$ cat src/rtl/philv_fetch_pkg.sv
// Shared types and constants for the fetch front end.
package philv_fetch_pkg;

    localparam int XLEN    = 32;
    localparam int INSTR_W = 32;

    localparam logic [XLEN-1:0] RESET_PC = 32'h0000_0000;

    // One buffered instruction together with the PC it was fetched from.
    typedef struct packed {
        logic [XLEN-1:0]    pc;
        logic [INSTR_W-1:0] instr;
    } fetch_entry_t;

    // Derived status of the fetch stage, used for debug and assertions.
    typedef enum logic [1:0] {
        FETCH,
        STALL,
        DRAIN
    } fetch_state_e;

endpackage

$ cat src/rtl/fetch_fifo.sv
// Small synchronous FIFO with synchronous flush. The head entry is read
// straight from storage; a word pushed this cycle is visible next cycle.
module fetch_fifo #(
    parameter int WIDTH = 32,
    parameter int DEPTH = 2
) (
    input  logic                       clk,
    input  logic                       rst,
    input  logic                       flush,
    input  logic                       push,
    input  logic [WIDTH-1:0]           push_data,
    input  logic                       pop,
    output logic [WIDTH-1:0]           pop_data,
    output logic                       empty,
    output logic                       full,
    output logic [$clog2(DEPTH+1)-1:0] count
);

    localparam int AW = $clog2(DEPTH);
    localparam int CW = $clog2(DEPTH + 1);

    logic [WIDTH-1:0] mem [DEPTH];
    logic [AW-1:0]    rd_ptr;
    logic [AW-1:0]    wr_ptr;
    logic             do_push;
    logic             do_pop;

    assign empty    = (count == '0);
    assign full     = (count == CW'(DEPTH));
    assign do_push  = push && !full;
    assign do_pop   = pop && !empty;
    assign pop_data = mem[rd_ptr];

    // Pointer and occupancy bookkeeping; DEPTH is a power of two so the
    // pointers simply wrap.
    always_ff @(posedge clk) begin
        if (rst || flush) begin
            rd_ptr <= '0;
            wr_ptr <= '0;
            count  <= '0;
        end else begin
            if (do_push) begin
                wr_ptr <= wr_ptr + AW'(1);
            end
            if (do_pop) begin
                rd_ptr <= rd_ptr + AW'(1);
            end
            count <= count + CW'(do_push) - CW'(do_pop);
        end
    end

    // Storage write; contents need no reset because occupancy gates reads.
    always_ff @(posedge clk) begin
        if (do_push) begin
            mem[wr_ptr] <= push_data;
        end
    end

endmodule

$ cat src/rtl/instr_fetch_unit.sv
// Fetch stage: owns the fetch PC, issues credit-limited requests to
// instruction memory, buffers tagged responses for decode, and handles
// redirects by flushing the buffer and discarding in-flight responses.
// XLEN must match the package XLEN since buffered entries use fetch_entry_t.
module instr_fetch_unit #(
    parameter int              XLEN     = philv_fetch_pkg::XLEN,
    parameter int              DEPTH    = 2,
    parameter logic [XLEN-1:0] RESET_PC = philv_fetch_pkg::RESET_PC
) (
    input  logic            clk,
    input  logic            rst,
    output logic [XLEN-1:0] pc_cur,
    input  logic [XLEN-1:0] pc_next,
    input  logic            redirect_valid,
    input  logic [XLEN-1:0] redirect_pc,
    output logic            imem_req,
    output logic [XLEN-1:0] imem_addr,
    input  logic            imem_gnt,
    input  logic            imem_rvalid,
    input  logic [31:0]     imem_rdata,
    output logic            dec_valid,
    output logic [XLEN-1:0] dec_pc,
    output logic [31:0]     dec_instr,
    input  logic            dec_ready
);

    import philv_fetch_pkg::*;

    localparam int CW = $clog2(DEPTH + 1);

    logic [XLEN-1:0] pc_q;
    logic [CW-1:0]   outstanding;
    logic [CW-1:0]   discard;
    logic [CW-1:0]   ibuf_count;
    logic [CW-1:0]   tag_count;
    logic            credit_ok;
    logic            grant;
    logic            resp;
    logic            keep;
    logic            dec_pop;
    logic [XLEN-1:0] tag_head;
    logic            tag_empty;
    logic            tag_full;
    logic            ibuf_empty;
    logic            ibuf_full;
    fetch_entry_t    ibuf_in;
    fetch_entry_t    ibuf_head;
    fetch_state_e    state;

    // Requests in flight plus instructions already buffered may never
    // exceed DEPTH, which is what keeps both FIFOs from overflowing.
    assign credit_ok = ({1'b0, outstanding} + {1'b0, ibuf_count}) < (CW + 1)'(DEPTH);
    assign imem_req  = !rst && !redirect_valid && credit_ok;
    assign imem_addr = pc_q;
    assign pc_cur    = pc_q;
    assign grant     = imem_req && imem_gnt;

    // A response with nothing outstanding is a protocol error and is ignored.
    assign resp      = imem_rvalid && (outstanding != '0);
    assign keep      = resp && (discard == '0) && !redirect_valid;

    assign dec_valid = !rst && !ibuf_empty;
    assign dec_pop   = dec_valid && dec_ready && !redirect_valid;
    assign dec_pc    = ibuf_head.pc;
    assign dec_instr = ibuf_head.instr;

    assign ibuf_in.pc    = tag_head;
    assign ibuf_in.instr = imem_rdata;

    // Tags follow requests in order and are never flushed, so stale tags
    // leave together with their discarded responses.
    fetch_fifo #(
        .WIDTH (XLEN),
        .DEPTH (DEPTH)
    ) u_tag_fifo (
        .clk       (clk),
        .rst       (rst),
        .flush     (1'b0),
        .push      (grant),
        .push_data (pc_q),
        .pop       (resp),
        .pop_data  (tag_head),
        .empty     (tag_empty),
        .full      (tag_full),
        .count     (tag_count)
    );

    fetch_fifo #(
        .WIDTH ($bits(fetch_entry_t)),
        .DEPTH (DEPTH)
    ) u_ibuf (
        .clk       (clk),
        .rst       (rst),
        .flush     (redirect_valid),
        .push      (keep),
        .push_data (ibuf_in),
        .pop       (dec_pop),
        .pop_data  (ibuf_head),
        .empty     (ibuf_empty),
        .full      (ibuf_full),
        .count     (ibuf_count)
    );

    // Fetch PC: redirect beats a grant; a grant advances to the sequential successor.
    always_ff @(posedge clk) begin
        if (rst) begin
            pc_q <= RESET_PC;
        end else if (redirect_valid) begin
            pc_q <= redirect_pc;
        end else if (grant) begin
            pc_q <= pc_next;
        end
    end

    // In-flight and discard counters; a redirect marks every response still
    // owed after this cycle as stale.
    always_ff @(posedge clk) begin
        if (rst) begin
            outstanding <= '0;
            discard     <= '0;
        end else begin
            outstanding <= outstanding + CW'(grant) - CW'(resp);
            if (redirect_valid) begin
                discard <= outstanding - CW'(resp);
            end else if (resp && (discard != '0)) begin
                discard <= discard - CW'(1);
            end
        end
    end

    // Status classification: draining stale responses dominates a credit stall.
    always_comb begin
        state = FETCH;
        if (discard != '0) begin
            state = DRAIN;
        end else if (!credit_ok) begin
            state = STALL;
        end
    end

    // Structural invariants and the memory protocol rule.
    always @(posedge clk) begin
        if (!rst) begin
            assert (!(imem_rvalid && (outstanding == '0)));
            assert (({1'b0, outstanding} + {1'b0, ibuf_count}) <= (CW + 1)'(DEPTH));
            assert (tag_count == outstanding);
            assert (discard <= outstanding);
            assert (!(grant && tag_full));
            assert (!(keep && ibuf_full));
            assert (!(resp && tag_empty));
            assert (!((state == STALL) && imem_req));
        end
    end

endmodule

$ cat config.mk
export PLATFORM = sky130hd
export DESIGN_NAME = instr_fetch_unit
export DESIGN_NICKNAME = d
export VERILOG_FILES = /design/src/rtl/philv_fetch_pkg.sv /design/src/rtl/fetch_fifo.sv /design/src/rtl/instr_fetch_unit.sv
export SDC_FILE = /design/constraint.sdc
export NUM_CORES = 1
export LEC_CHECK = 0
export ABC_AREA = 1
export CORE_UTILIZATION = 45
export CTS_CLUSTER_SIZE = 40
export DETAILED_ROUTE_END_ITERATION = 7
export GPL_TIMING_DRIVEN = 0
export PLACE_DENSITY_LB_ADDON = 0.15
export RECOVER_POWER = 50
export SYNTH_ARGS = -nofsm -noshare
export SYNTH_HDL_FRONTEND = slang
export SYNTH_SLANG_ARGS = --single-unit
$ cat constraint.sdc
create_clock -name clk -period 6.07 [get_ports clk]
set_input_delay 1.214 -clock clk [delete_from_list [all_inputs] [get_ports clk]]
set_output_delay 1.214 -clock clk [all_outputs]
set_load 0.01 [all_outputs]
==> results_dict.tcl <==
set metrics [dict create \
    outcome "finished, violations left" \
    failed_checks "capacitance limit, slew limit" \
    timing_worst_slew_pin_value_ns 1.505 \
    synth_seq_cells 238 \
    power_leakage_nw 5.067 \
    grt_setup_unrepaired "no" \
    fmaxAchievable_mhz 244.5 \
    finalSetupTns_ns 0 \
    power.internal_mw 3.126 \
    critical_path_peak_fanout 17 \
    drt_iter0_markers 316 \
    path_clk_slew_ns 0.06 \
    drt_first_pass_iters 4 \
    fin_area_sq_um 13400 \
    hold-path-cell-count 2 \
    synthXorXnorAreaFrac_pct 0.2671 \
    cts_hold_buf 0 \
    cp_data_required_time_ns 6.29 \
    hold-path-endpoint "u_ibuf.rd_ptr" \
    worst_setup_path_start_kind "primary input" \
    clock_tree.buffer_depth 3 \
    die-area_sq_um 22460 \
    detail_route.wirelength_mm 21.30 \
    p_clk_share_pct 37.3 \
    synth_largest_area_cell "sky130_fd_sc_hd__edfxtp_1" \
    synth_top_family_by_area "simple AND/OR/NAND/NOR gates" \
    syn-mean-instance-area_sq_um 12.94 \
    cts_buffers 26 \
    largest_net_degree_at_the_start_of_global_routing 52 \
    yosys.area.top_type_share_pct 58.60 \
    power.switching_mw 0.9440 \
    power.sequential.fraction_pct 47.5 \
    clkLatencyLatePin_ns 0.52 \
    cts.repair.resized 0 \
    worstRegToRegCells 8 \
    finalSetupViolations 0 \
    worstHoldPathType "flip-flop to flip-flop" \
    synth_area_sq_um 9838 \
    hpwl_mm 14.87 \
    via_count_of_the_first_global_routing_pass 6162 \
    post-route-min-period_ns 4.090 \
    hold_violations 0 \
    reg2reg_from "discard[0]" \
    synth.top_cells.by_area "sky130_fd_sc_hd__edfxtp_1 59%, sky130_fd_sc_hd__mux2_2 11%, sky130_fd_sc_hd__dfxtp_1 9.4%" \
    total_core_area_sq_um 21220 \
    drive_above_1_share_pct 19.98 \
    powerDensity_nw_per_um2 303.8 \
    antenna_found_initial 0 \
    regToRegSetupSlack_ns 2.67 \
    numPortBuffers 230 \
    timing.final.crit_share_pct 67.38 \
    area_growth_syn_to_layout_pct 36.16 \
    cts_tree "built" \
    post-route-drc-count 0 \
    cts_setup_buffers 0 \
    floorplan.die.width_um 149.9 \
    ir_worst_vdd_mv 0.1665 \
    synth.net_count 871 \
    power.share.combinational_pct 15.2 \
    fin_skew_ns 0.009662 \
    initial_core_utilization_pct 46.36 \
    yosys-mux-area-fraction_pct 10.99 \
    launch_point_of_the_worst_hold_path "u_ibuf.rd_ptr" \
    finalMaxSlewViolations 10 \
    tritoncts_num_sinks 238 \
    place_area_sq_um 12660 \
    synth_adder_area_share_pct 1.221 \
    finish.net_count 1137 \
    crit_arrival_ns 4.31 \
    cp_slowest_stage_delay_ns 1.21 \
    critical_path.cell_chain "dlygate4sd3_1 -> o21ai_0 -> nor3_1 -> clkbuf_1 -> buf_8" \
    final.fill_count 1665 \
    grt.overflow.total 0 \
    category_of_the_critical_setup_timing_path "primary input to flip-flop" \
    post_synth_inst_count 760 \
    synth_compound_area_share_pct 0.6868 \
    grt_first_pass_wirelength_mm 32.49 \
    ys.warnings.count 0 \
    h-tree-depth 1 \
    ys_seq_area_share_pct 67.96 \
    grtUsageTotal_pct 18.81 \
    endpoint_kind "flip-flop" \
    cts_root_buffer "sky130_fd_sc_hd__clkbuf_16" \
    viasPerCell 4.694 \
    num_rows 53 \
    chipHeight_um 149.9 \
    drt-wirelength-per-cell_um 16.11 \
    design.portCount 232 \
    synth_simple_gate_area_share_pct 12.13 \
    netSwitchingFraction_pct 23.20 \
    via_count 6205 \
    ys_types 27 \
    crit_path_top_delay_cell "sky130_fd_sc_hd__nor3_1" \
    crit-reg2reg-capture "u_ibuf.mem[0][11]" \
    detail-route-antenna-nets 0 \
    total_power_mw 4.070 \
    cap_viol_max_count 1 \
    slew_headroom_pct -1.079 \
    gp_congestion 0.7883 \
]
## layout by cell type (no fill, tap or decap), types with 18 or more instances in the layout
cell type	n
sky130_fd_sc_hd__dlygate4sd3_1	35
sky130_fd_sc_hd__clkdlybuf4s50_1	195
sky130_fd_sc_hd__inv_1	57
sky130_fd_sc_hd__edfxtp_1	192
sky130_fd_sc_hd__nor2_1	59
sky130_fd_sc_hd__buf_4	33
sky130_fd_sc_hd__mux2_1	18
sky130_fd_sc_hd__nand2_1	146
sky130_fd_sc_hd__nand3_1	36
sky130_fd_sc_hd__mux2_2	78
sky130_fd_sc_hd__nor2_2	30
sky130_fd_sc_hd__dfxtp_1	46
sky130_fd_sc_hd__clkbuf_16	27
sky130_fd_sc_hd__clkbuf_1	24
## registers in the layout, indices dropped and copies added (netlist names), named ones only
| register | count |
|---|---|
| u_ibuf.mem | 128 |
| u_tag_fifo.mem | 64 |
| imem_addr | 32 |
| discard | 2 |
| outstanding | 2 |
| u_ibuf.count | 2 |
| u_tag_fifo.count | 2 |
| u_ibuf.rd_ptr | 1 |
| u_ibuf.wr_ptr | 1 |
| u_tag_fifo.rd_ptr | 1 |
| u_tag_fifo.wr_ptr | 1 |
## cell usage after synthesis, drive strengths merged
library cell,number
a21oi,7
o211ai,1
nand3b,1
o21ai,5
nand3,36
nor3,2
dfxtp,46
edfxtp,192
nand2b,1
fa,1
buf,57
nor2,89
inv,60
nand2,147
clkbuf,7
or2,1
xnor2,3
ha,8
mux2,96
## power by group through the flow
stage	registers [mW]	clock network [mW]	logic, mW
2_1_floorplan	1.97	0	0.321
3_3_place_gp	1.97	0	0.610
4_1_cts	1.93	1.55	0.655
5_1_grt	1.95	1.62	0.678
3_5_place_dp	1.97	0	0.650
6_report	1.93	1.52	0.618
## worst max-delay path: cells and delay by family
family | cells | cell delay (ns)
AOI/OAI and AO/OA | 1 | 0.15
buffers and inverters | 3 | 1.71
and+or+nand+nor | 1 | 1.21
## metal layers
metal,wire [um],global-route usage [%],vias to the layer above
li1,-,-,3081
met3,1522,4.573,33
met5,0,0,-
met4,354,4.798,0
met2,10340,32.41,183
met1,9081,23.63,2908
## per-stage QoR
stage / hold slack [ns] / util, % / worst slack (ns) / instances
3_5_place_dp: 0.4873 / 59.67 / 2.228 / 1273
4_1_cts: 0.4984 / 63.61 / 2.217 / 1321
3_3_place_gp: 0.4678 / 58.86 / -0.7397 / 1265
5_1_grt: 0.5236 / 63.11 / 1.742 / 1321
6_report: 0.4946 / 63.13 / 1.980 / 1322
2_1_floorplan: 0.4525 / - / 1.628 / 760
## worst max-delay path by stage
| stage | startpoint | endpoint | slack [ns] | cells past startpoint |
|---|---|---|---|---|
| after floorplan | redirect_valid | u_tag_fifo.mem[0][0] | 1.63 | 5 |
| after global placement | rst | u_tag_fifo.mem[0][25] | -0.74 | 5 |
| after detailed placement | rst | imem_req | 2.23 | 5 |
| after CTS | rst | imem_req | 2.22 | 5 |
| after global routing | imem_rvalid | u_ibuf.mem[0][11] | 1.74 | 5 |
| final | imem_rvalid | u_ibuf.mem[0][11] | 1.98 | 5 |
## area by class of cell
class / instances / area [sq um] / share of cell area [%]
Clock buffer: 41 / 778.2 / 5.810
Antenna cell: 1 / 2.502 / 0.01868
Multi-Input combinational cell: 398 / 2474 / 18.47
Buffer: 64 / 411.6 / 3.073
Tap cell: 275 / 344.1 / 2.569
Sequential cell: 238 / 6686 / 49.92
Timing Repair Buffer: 238 / 2414 / 18.02
Inverter: 60 / 226.5 / 1.691
Clock inverter: 7 / 58.81 / 0.4390
## cell families after synthesis
logic type               after synthesis
AND/OR/NAND/NOR                      277
flip-flops                           238
buffers and inverters                124
multiplexers                          96
AO/OA/AOI/OAI                         13
adder cells (fa/ha/maj)                9
XOR/XNOR                               3
Note: power is estimated with default switching activity, not from simulation.
